===== config.mk =====
export PLATFORM = sky130hd
export DESIGN_NAME = load_store_unit
export DESIGN_NICKNAME = d
export VERILOG_FILES = /design/src/rtl/load_store_unit_pkg.sv /design/src/rtl/load_store_unit_decode.sv /design/src/rtl/load_store_unit.sv
export SDC_FILE = /design/constraint.sdc
export NUM_CORES = 1
export LEC_CHECK = 0
export ABC_AREA = 1
export BUFFER_PORTS_ARGS = -buffer_cell sky130_fd_sc_hd__clkbuf_2
export CAP_MARGIN = 20
export CORE_MARGIN = 5
export CORE_UTILIZATION = 27
export DETAILED_ROUTE_END_ITERATION = 10
export GPL_ROUTABILITY_DRIVEN = 0
export PLACE_DENSITY_LB_ADDON = 0.08
export SYNTH_ARGS = -nofsm -noshare
export SYNTH_HDL_FRONTEND = slang
export SYNTH_SLANG_ARGS = --single-unit
export TNS_END_PERCENT = 30

===== constraint.sdc =====
create_clock -name phi1 -period 2.8 [get_ports phi1]
set_input_delay 0.14 -clock phi1 [delete_from_list [all_inputs] [get_ports phi1]]
set_output_delay 0.14 -clock phi1 [all_outputs]
set_load 0.01 [all_outputs]

===== src/rtl/load_store_unit_pkg.sv =====
// Shared encodings for the load/store execution stage: FSM states,
// opcode field codes and register-select codes.
package load_store_unit_pkg;

  localparam int unsigned REG_WIDTH_DEF  = 8;
  localparam int unsigned ADDR_WIDTH_DEF = 16;

  localparam logic [2:0] S_IDLE   = 3'd0;
  localparam logic [2:0] S_DECODE = 3'd1;
  localparam logic [2:0] S_READ   = 3'd2;
  localparam logic [2:0] S_WRITE  = 3'd3;
  localparam logic [2:0] S_WB     = 3'd4;
  localparam logic [2:0] S_DONE   = 3'd5;

  localparam logic [2:0] AAA_ST = 3'b100;
  localparam logic [2:0] AAA_LD = 3'b101;

  localparam logic [1:0] CC_Y = 2'b00;
  localparam logic [1:0] CC_A = 2'b01;
  localparam logic [1:0] CC_X = 2'b10;

  localparam logic [2:0] BBB_IMM_A  = 3'b010;
  localparam logic [2:0] BBB_IMM_XY = 3'b000;

  localparam logic [1:0] SEL_A = 2'd0;
  localparam logic [1:0] SEL_X = 2'd1;
  localparam logic [1:0] SEL_Y = 2'd2;

endpackage


===== src/rtl/load_store_unit_decode.sv =====
// Combinational classifier for the aaabbbcc opcode: load/store, immediate
// mode, target register and illegal encodings.
module ls_decode
  import load_store_unit_pkg::*;
(
  input  logic [7:0] i_opcode,
  output logic       o_is_load,
  output logic       o_is_store,
  output logic       o_is_imm,
  output logic [1:0] o_reg_sel,
  output logic       o_illegal
);

  logic [2:0] w_aaa;
  logic [2:0] w_bbb;
  logic [1:0] w_cc;

  assign w_aaa = i_opcode[7:5];
  assign w_bbb = i_opcode[4:2];
  assign w_cc  = i_opcode[1:0];

  always_comb begin
    o_is_load  = 1'b0;
    o_is_store = 1'b0;
    o_is_imm   = 1'b0;
    o_reg_sel  = SEL_A;
    o_illegal  = 1'b0;

    unique case (w_cc)
      CC_A:    o_reg_sel = SEL_A;
      CC_X:    o_reg_sel = SEL_X;
      CC_Y:    o_reg_sel = SEL_Y;
      default: o_reg_sel = SEL_A;
    endcase

    if (w_cc == CC_A) begin
      o_is_imm = (w_bbb == BBB_IMM_A);
    end else begin
      o_is_imm = (w_bbb == BBB_IMM_XY);
    end

    o_is_load  = (w_aaa == AAA_LD);
    o_is_store = (w_aaa == AAA_ST);

    // A store cannot target an immediate; cc=11 has no register group.
    if (w_cc == 2'b11 || !(o_is_load || o_is_store) || (o_is_store && o_is_imm)) begin
      o_illegal  = 1'b1;
      o_is_load  = 1'b0;
      o_is_store = 1'b0;
    end
  end

endmodule


===== src/rtl/load_store_unit.sv =====
// Load/store execution stage: takes a fetched instruction on a ready edge,
// performs the bus transfer or immediate load, writes back and signals done.
module load_store_unit
  import load_store_unit_pkg::*;
#(
  parameter int unsigned REG_WIDTH   = REG_WIDTH_DEF,
  parameter int unsigned ADDR_WIDTH  = ADDR_WIDTH_DEF,
  parameter int unsigned MEM_LATENCY = 1
) (
  input  logic                  phi1,
  input  logic                  reset,
  input  logic                  instruction_ready,
  input  logic [REG_WIDTH-1:0]  instruction_in,
  input  logic [ADDR_WIDTH-1:0] addr_in,
  input  logic [REG_WIDTH-1:0]  imm_in,
  input  logic [REG_WIDTH-1:0]  mem_data_in,
  input  logic [REG_WIDTH-1:0]  a_in,
  input  logic [REG_WIDTH-1:0]  x_in,
  input  logic [REG_WIDTH-1:0]  y_in,
  output logic [ADDR_WIDTH-1:0] mem_addr,
  output logic [REG_WIDTH-1:0]  mem_data_out,
  output logic                  mem_re,
  output logic                  mem_we,
  output logic                  reg_wr_en,
  output logic [1:0]            reg_wr_sel,
  output logic [REG_WIDTH-1:0]  reg_wr_data,
  output logic                  flag_upd,
  output logic                  flag_n,
  output logic                  flag_z,
  output logic                  instruction_done,
  output logic                  busy,
  output logic                  illegal,
  output logic                  overrun
);

  localparam logic [1:0] LAST_CNT = 2'(MEM_LATENCY - 1);

  logic [2:0]            r_state;
  logic                  r_ready_prev;
  logic [REG_WIDTH-1:0]  r_opcode;
  logic [ADDR_WIDTH-1:0] r_addr;
  logic [REG_WIDTH-1:0]  r_imm;
  logic [REG_WIDTH-1:0]  r_data;
  logic [1:0]            r_cnt;
  logic                  r_illegal;
  logic                  r_overrun;
  logic                  r_flag_n;
  logic                  r_flag_z;

  logic                  w_edge;
  logic                  w_is_load;
  logic                  w_is_store;
  logic                  w_is_imm;
  logic [1:0]            w_sel;
  logic                  w_illegal;
  logic [REG_WIDTH-1:0]  w_store_data;

  assign w_edge = instruction_ready && !r_ready_prev;

  ls_decode u_decode (
    .i_opcode   (r_opcode[7:0]),
    .o_is_load  (w_is_load),
    .o_is_store (w_is_store),
    .o_is_imm   (w_is_imm),
    .o_reg_sel  (w_sel),
    .o_illegal  (w_illegal)
  );

  always_ff @(posedge phi1 or posedge reset) begin
    if (reset) begin
      r_state      <= S_IDLE;
      r_ready_prev <= 1'b1;
      r_opcode     <= '0;
      r_addr       <= '0;
      r_imm        <= '0;
      r_data       <= '0;
      r_cnt        <= '0;
      r_illegal    <= 1'b0;
      r_overrun    <= 1'b0;
      r_flag_n     <= 1'b0;
      r_flag_z     <= 1'b0;
    end else begin
      r_ready_prev <= instruction_ready;
      if (w_edge && r_state != S_IDLE) begin
        r_overrun <= 1'b1;
      end
      case (r_state)
        S_IDLE: begin
          if (w_edge) begin
            r_opcode <= instruction_in;
            r_addr   <= addr_in;
            r_imm    <= imm_in;
            r_state  <= S_DECODE;
          end
        end
        S_DECODE: begin
          if (w_illegal) begin
            r_illegal <= 1'b1;
            r_state   <= S_DONE;
          end else if (w_is_load && w_is_imm) begin
            r_data  <= r_imm;
            r_state <= S_WB;
          end else if (w_is_load) begin
            r_cnt   <= '0;
            r_state <= S_READ;
          end else if (w_is_store) begin
            r_state <= S_WRITE;
          end else begin
            r_state <= S_DONE;
          end
        end
        S_READ: begin
          if (r_cnt == LAST_CNT) begin
            r_data  <= mem_data_in;
            r_state <= S_WB;
          end else begin
            r_cnt <= r_cnt + 2'd1;
          end
        end
        S_WRITE: r_state <= S_DONE;
        S_WB: begin
          r_flag_n <= r_data[REG_WIDTH-1];
          r_flag_z <= (r_data == '0);
          r_state  <= S_DONE;
        end
        S_DONE: begin
          r_illegal <= 1'b0;
          r_state   <= S_IDLE;
        end
        default: r_state <= S_IDLE;
      endcase
    end
  end

  always_comb begin
    unique case (w_sel)
      SEL_X:   w_store_data = x_in;
      SEL_Y:   w_store_data = y_in;
      default: w_store_data = a_in;
    endcase
  end

  assign busy             = (r_state != S_IDLE);
  assign mem_re           = (r_state == S_READ);
  assign mem_we           = (r_state == S_WRITE);
  assign mem_addr         = (mem_re || mem_we) ? r_addr : '0;
  assign mem_data_out     = mem_we ? w_store_data : '0;
  assign reg_wr_en        = (r_state == S_WB);
  assign reg_wr_sel       = reg_wr_en ? w_sel : '0;
  assign reg_wr_data      = reg_wr_en ? r_data : '0;
  assign flag_upd         = reg_wr_en;
  // Flags show the new result during WB, then the held copy afterwards.
  assign flag_n           = reg_wr_en ? r_data[REG_WIDTH-1] : r_flag_n;
  assign flag_z           = reg_wr_en ? (r_data == '0) : r_flag_z;
  assign instruction_done = (r_state == S_DONE);
  assign illegal          = instruction_done && r_illegal;
  assign overrun          = r_overrun;

endmodule


## After elaboration in Yosys (flattened, before gate mapping)

Cells that the tools add are included.

- Add/subtract/negate cells: 1
- Eq/ne operators: 21
- Multiplexer cells: 30
- Reduce and logical (&&, ||, !) cells: 25

Operator list:

| kind | count |
|---|---|
| two-way mux 8 bit | 5 |
| one-hot mux 8 bit (2 select lines) | 2 |
| two-way mux 3 bit | 6 |
| two-way mux 16 bit | 1 |
| equality test 3 bit (second input constant) | 4 |
| inequality test 2 bit (second input constant) | 6 |
| one-hot mux 3 bit (4 select lines) | 1 |
| two-way mux 2 bit | 5 |
| equality test 3 x 2 -> 1 bit (second input constant) | 3 |
| zero test 8 bit | 1 |
| one-hot mux 2 bit (2 select lines) | 2 |
| two-way mux 1 bit | 7 |
| equality test 2 bit (second input constant) | 3 |
| zero test 3 bit | 2 |
| AND reduction 2 bit | 3 |
| logical AND 1 bit | 5 |
| AND reduction 5 bit | 1 |
| equality test 2 x 1 -> 1 bit (second input constant) | 2 |
| zero test 2 bit | 2 |
| logical OR 1 bit | 4 |
| inequality test 2 x 1 -> 1 bit (second input constant) | 2 |
| AND reduction 4 bit | 1 |
| nonzero test 2 bit | 2 |
| equality test 3 x 1 -> 1 bit (second input constant) | 1 |
| other kinds (5) | 6 |

- Bits in registers: 50
- Input bits: 67
- Output and inout port bits: 44

## Logic depth before layout (Yosys ltp)

- Depth in word-level cells: 11
- Depth in mapped cells: 10
- Depth with buffers taken out: 10

## Hierarchy

From an unflattened synthesis, not the netlist that was laid out.

- Cells, all modules: 370
- Area, all modules: 2,758.9 um^2

Modules (own cells, without submodules):

| module | times used | cells an instance | area each (um^2) |
|---|---|---|---|
| load_store_unit | 1 | 348 | 2,663.8 |
| ls_decode | 1 | 22 | 95.1 |

## Least setup slack after synthesis

OpenSTA, ideal clock, no wires.

- Path kind: reg-to-reg
- Start point: register r_state[1]
- End point: register r_flag_z
- Setup time: 0.162 ns
- Arrival time: 1.274 ns
- Setup slack: 1.364 ns
- Stages on the path, launching flop included: 4
- Period minus slack after synthesis: 1.436 ns
- Path through: dfrtp_1 > nor2_2 > nand2_1 > o31ai_1

- Word-level cells in the longest chain between the ends: 2

RTL lines:

| item | line | RTL |
|---|---|---|
| from (decl) | load_store_unit.sv:38 | `logic [2:0] r_state;` |
| from (signal assigned) | load_store_unit.sv:71 | `r_state <= S_IDLE;` |
| from (signal assigned) | load_store_unit.sv:93 | `r_state <= S_DECODE;` |
| from (signal assigned) | load_store_unit.sv:99 | `r_state <= S_DONE;` |
| equality test 3 bit | n/a |  |
| two-way mux 1 bit | n/a |  |
| via flag_z | load_store_unit.sv:29 | `output logic flag_z,` |
| to (signal assigned) | load_store_unit.sv:123 | `r_flag_z <= (r_data == '0);` |
| to (decl) | load_store_unit.sv:48 | `logic r_flag_z;` |

The timed path passes the listed nets, and every way through them passes these cells.
A chain may end at the register's enable or synchronous reset.

## Worst setup path in the final report

- Start point: register r_state[1]
- End point: output flag_z

- Word-level cells in the longest chain between the ends: 2

RTL lines:

| item | line | RTL |
|---|---|---|
| equality test 3 bit | load_store_unit.sv:148 | `assign reg_wr_en = (r_state == S_WB);` |
| two-way mux 1 bit | n/a |  |
| to (decl) | load_store_unit.sv:29 |  |

No other way between the ends.

==> impl_metrics.json <==
{
  "worst_slew_pin_slew_ns": 0.5431,
  "htree_levels": 2,
  "power_frac_seq": 0.412,
  "synth_fp_nets": 405,
  "tns_ns": 0,
  "synth.ff_latch_count": 50,
  "ys_top_cells_by_area": "dfrtp_1 (46%), nand2_1 (13%), nor2_1 (7.6%)",
  "rows": 36,
  "cts-root-buf": "clkbuf_8",
  "max_slew_margin": 0.6366,
  "clock_skew_ns": 0.006592,
  "clockBufferDepth": 2,
  "ant_nets": 0,
  "grt_pass1_vias": 2460,
  "status": "finished, final reports clean",
  "pin_count": 111,
  "initial_core_util": 0.2749,
  "ys_warn_count": 0,
  "gr-usage-all-layers": 0.1202,
  "rsz0062_at_grt": "no",
  "fp.coreArea_um2": 9729,
  "netlist_instances": 337,
  "final.period_utilization": 0.7635,
  "via_per_inst": 4.139,
  "nFillCells": 1100,
  "critical_path_buf_inv_count": 1,
  "drt-met1-wl_um": 3207,
  "ys_types": 31,
  "pwr-share-clk": 0.150,
  "clock_latency_ns": 0.30,
  "cts_resized": 0,
  "cts_sinks": 50,
  "ir_drop_mv": 0.2688,
  "portBuffers": 110,
  "critPathRequiredTime_ns": 2.66,
  "cp_max_fo": 15,
  "worstSetupStartpointType": "flop",
  "swShare": 0.4107,
  "internal-power_uw": 1747,
  "die_area_um2": 12000,
  "power_uw": 2965,
  "maxSlewViolCount": 0,
  "worstPathCellList": "nor2_2, nand2_1, o31ai_1, clkbuf_2",
  "nNetsFinal": 516,
  "routed.top_layer": "met4",
  "dr_wl_met3_um": 447,
  "synth_edf_count": 0,
  "grt_max_degree": 35,
  "seq_area_um2": 1252,
  "critPathArrivalTime_ns": 2.00,
  "timing.final.crit_period_ns": 2.138,
  "ys_seq_area_frac": 0.4682,
  "grt_first_pass_wirelength_um": 11580,
  "vias": 2409,
  "yosys_most_used_dff": "dfrtp_1",
  "critical_path.max_stage_delay_ns": 0.49,
  "hold_viol_final": 0,
  "area_delta_synth_final_pct": 28.86,
  "routedWlPerCell_um": 11.82,
  "yosysMostFrequentCell": "nand2_1",
  "power_leakage_uw": 0.001997,
  "grt_overflow": 0,
  "num_antenna_cells": 0,
  "wl_met2_um": 3187,
  "dr.pass1.iters": 4,
  "p_switching_uw": 1218,
  "worstSetupPathType": "reg -> out",
  "clk_pin_slew_ns": 0.10,
  "multi_input_area_um2": 1160,
  "synth.avg_cell_area_um2": 7.938,
  "cp_slowest_cell": "dfrtp_1",
  "cts_tree": "done",
  "setup_violations": 0,
  "die_w_um": 109.5,
  "cpLargestDelayFamily": "simple AND/OR/NAND/NOR gates",
  "post_dp_cell_area_um2": 3336,
  "syn_area_um2": 2675,
  "cp-end-kind": "output port",
  "stdcell_area_um2": 3447,
  "yosys-top-cells-count": "nand2_1 (90), nor2_1 (54), dfrtp_1 (49)",
  "remaining_drc_errors": 0,
  "yosysTopAreaCell": "dfrtp_1",
  "drt_iter0_drc": 114,
  "fmax_mhz": 467.8,
  "synth.top_cell.area_share": 0.4584,
  "drive_gt1_frac": 0.3541,
  "power_frac_comb": 0.438,
  "numCtsBuffers": 5,
  "die_h_um": 109.5,
  "hp-class": "in -> reg",
  "maxCapViolations": 0,
  "powerDensity_nw_per_um2": 860.1,
  "grt_antenna_before_repair": 0,
  "hpwl_um": 5362,
  "ys_async_sr_fraction": 1.000,
  "routed_wl_um": 6881
}
registers in the layout, summed over array words and instances, names as in the netlist:
signal	flops
r_addr	16
r_cnt	2
r_imm	8
r_opcode	8
r_flag_n	1
r_flag_z	1
overrun	1
r_ready_prev	1
r_data	8
r_state	3
r_illegal	1
cell usage in the layout (no fill, tap or decap), types with 7 or more instances in the layout:
| master | n |
|---|---|
| a21oi_2 | 10 |
| inv_1 | 44 |
| dfrtp_1 | 49 |
| nor2_1 | 54 |
| nand3_1 | 21 |
| clkbuf_2 | 110 |
| a21oi_1 | 14 |
| inv_2 | 7 |
| nand2_1 | 90 |
layout make-up:
| type | instances | share of cell area |
|---|---|---|
| Clock inverter | 1 | 0.001452 |
| Tap cell | 133 | 0.04828 |
| Multi-Input combinational cell | 226 | 0.3365 |
| Clock buffer | 7 | 0.02505 |
| Timing Repair Buffer | 114 | 0.1699 |
| Sequential cell | 50 | 0.3633 |
| Inverter | 51 | 0.05554 |
cell families (layout without fill, tap and decap cells):
group / count (synthesis) / after routing / share of synthesized area
compound gates: 34 / 34 / 0.08326
flops: 50 / 50 / 0.4682
simple gates: 180 / 180 / 0.2909
mux: 11 / 11 / 0.05472
buf+inv: 61 / 173 / 0.09821
fa+ha+maj: 1 / 1 / 0.004677
layer usage:
layer,GRT usage,vias to the layer above
met3,0.02701,4
met4,0.02671,0
met5,0,-
li1,-,1260
met1,0.1587,1076
met2,0.2010,69
power by group through the flow:
stage | sequential (uW) | combinational [uW] | clock [uW]
6_report | 1220 | 1300 | 443
3_5_place_dp | 1240 | 1320 | 0
5_1_grt | 1270 | 1510 | 486
2_1_floorplan | 1170 | 1030 | 0
4_1_cts | 1230 | 1330 | 471
3_3_place_gp | 1240 | 1300 | 0
per-stage QoR:
step,hold slack (ns),instances,worst slack [ns],util
2_1_floorplan,0.1445,337,1.364,-
3_3_place_gp,0.1984,572,0.9705,0.3429
3_5_place_dp,0.1970,572,0.9387,0.3429
4_1_cts,0.05230,582,0.6293,0.3543
5_1_grt,0.05576,582,0.5035,0.3543
6_report,0.06632,582,0.6621,0.3543
repair_timing:
item | 4_1_cts | 5_1_grt
buffers inserted | 0 | 0
hold endpoints to repair | 24 | 0
hold buffers | 2 | 0
final timing paths:
kind,start,to,slack (ns),cells past startpoint
worst max-delay path,r_state[1]$_DFFE_PP0P_,flag_z,0.66,4
worst min-delay path,instruction_in[2],r_opcode[2]$_DFFE_PP0P_,0.07,2
worst max register to register,r_state[1]$_DFFE_PP0P_,r_addr[14]$_DFFE_PP0P_,0.93,5
worst min register to register,overrun$_DFFE_PP0P_,overrun$_DFFE_PP0P_,0.46,1
max in group asynchronous,reset,r_ready_prev$_DFF_PP1_,1.61,4
min in group asynchronous,reset,r_addr[2]$_DFFE_PP0P_,0.40,3
Note: power is estimated with default switching activity, not from simulation.
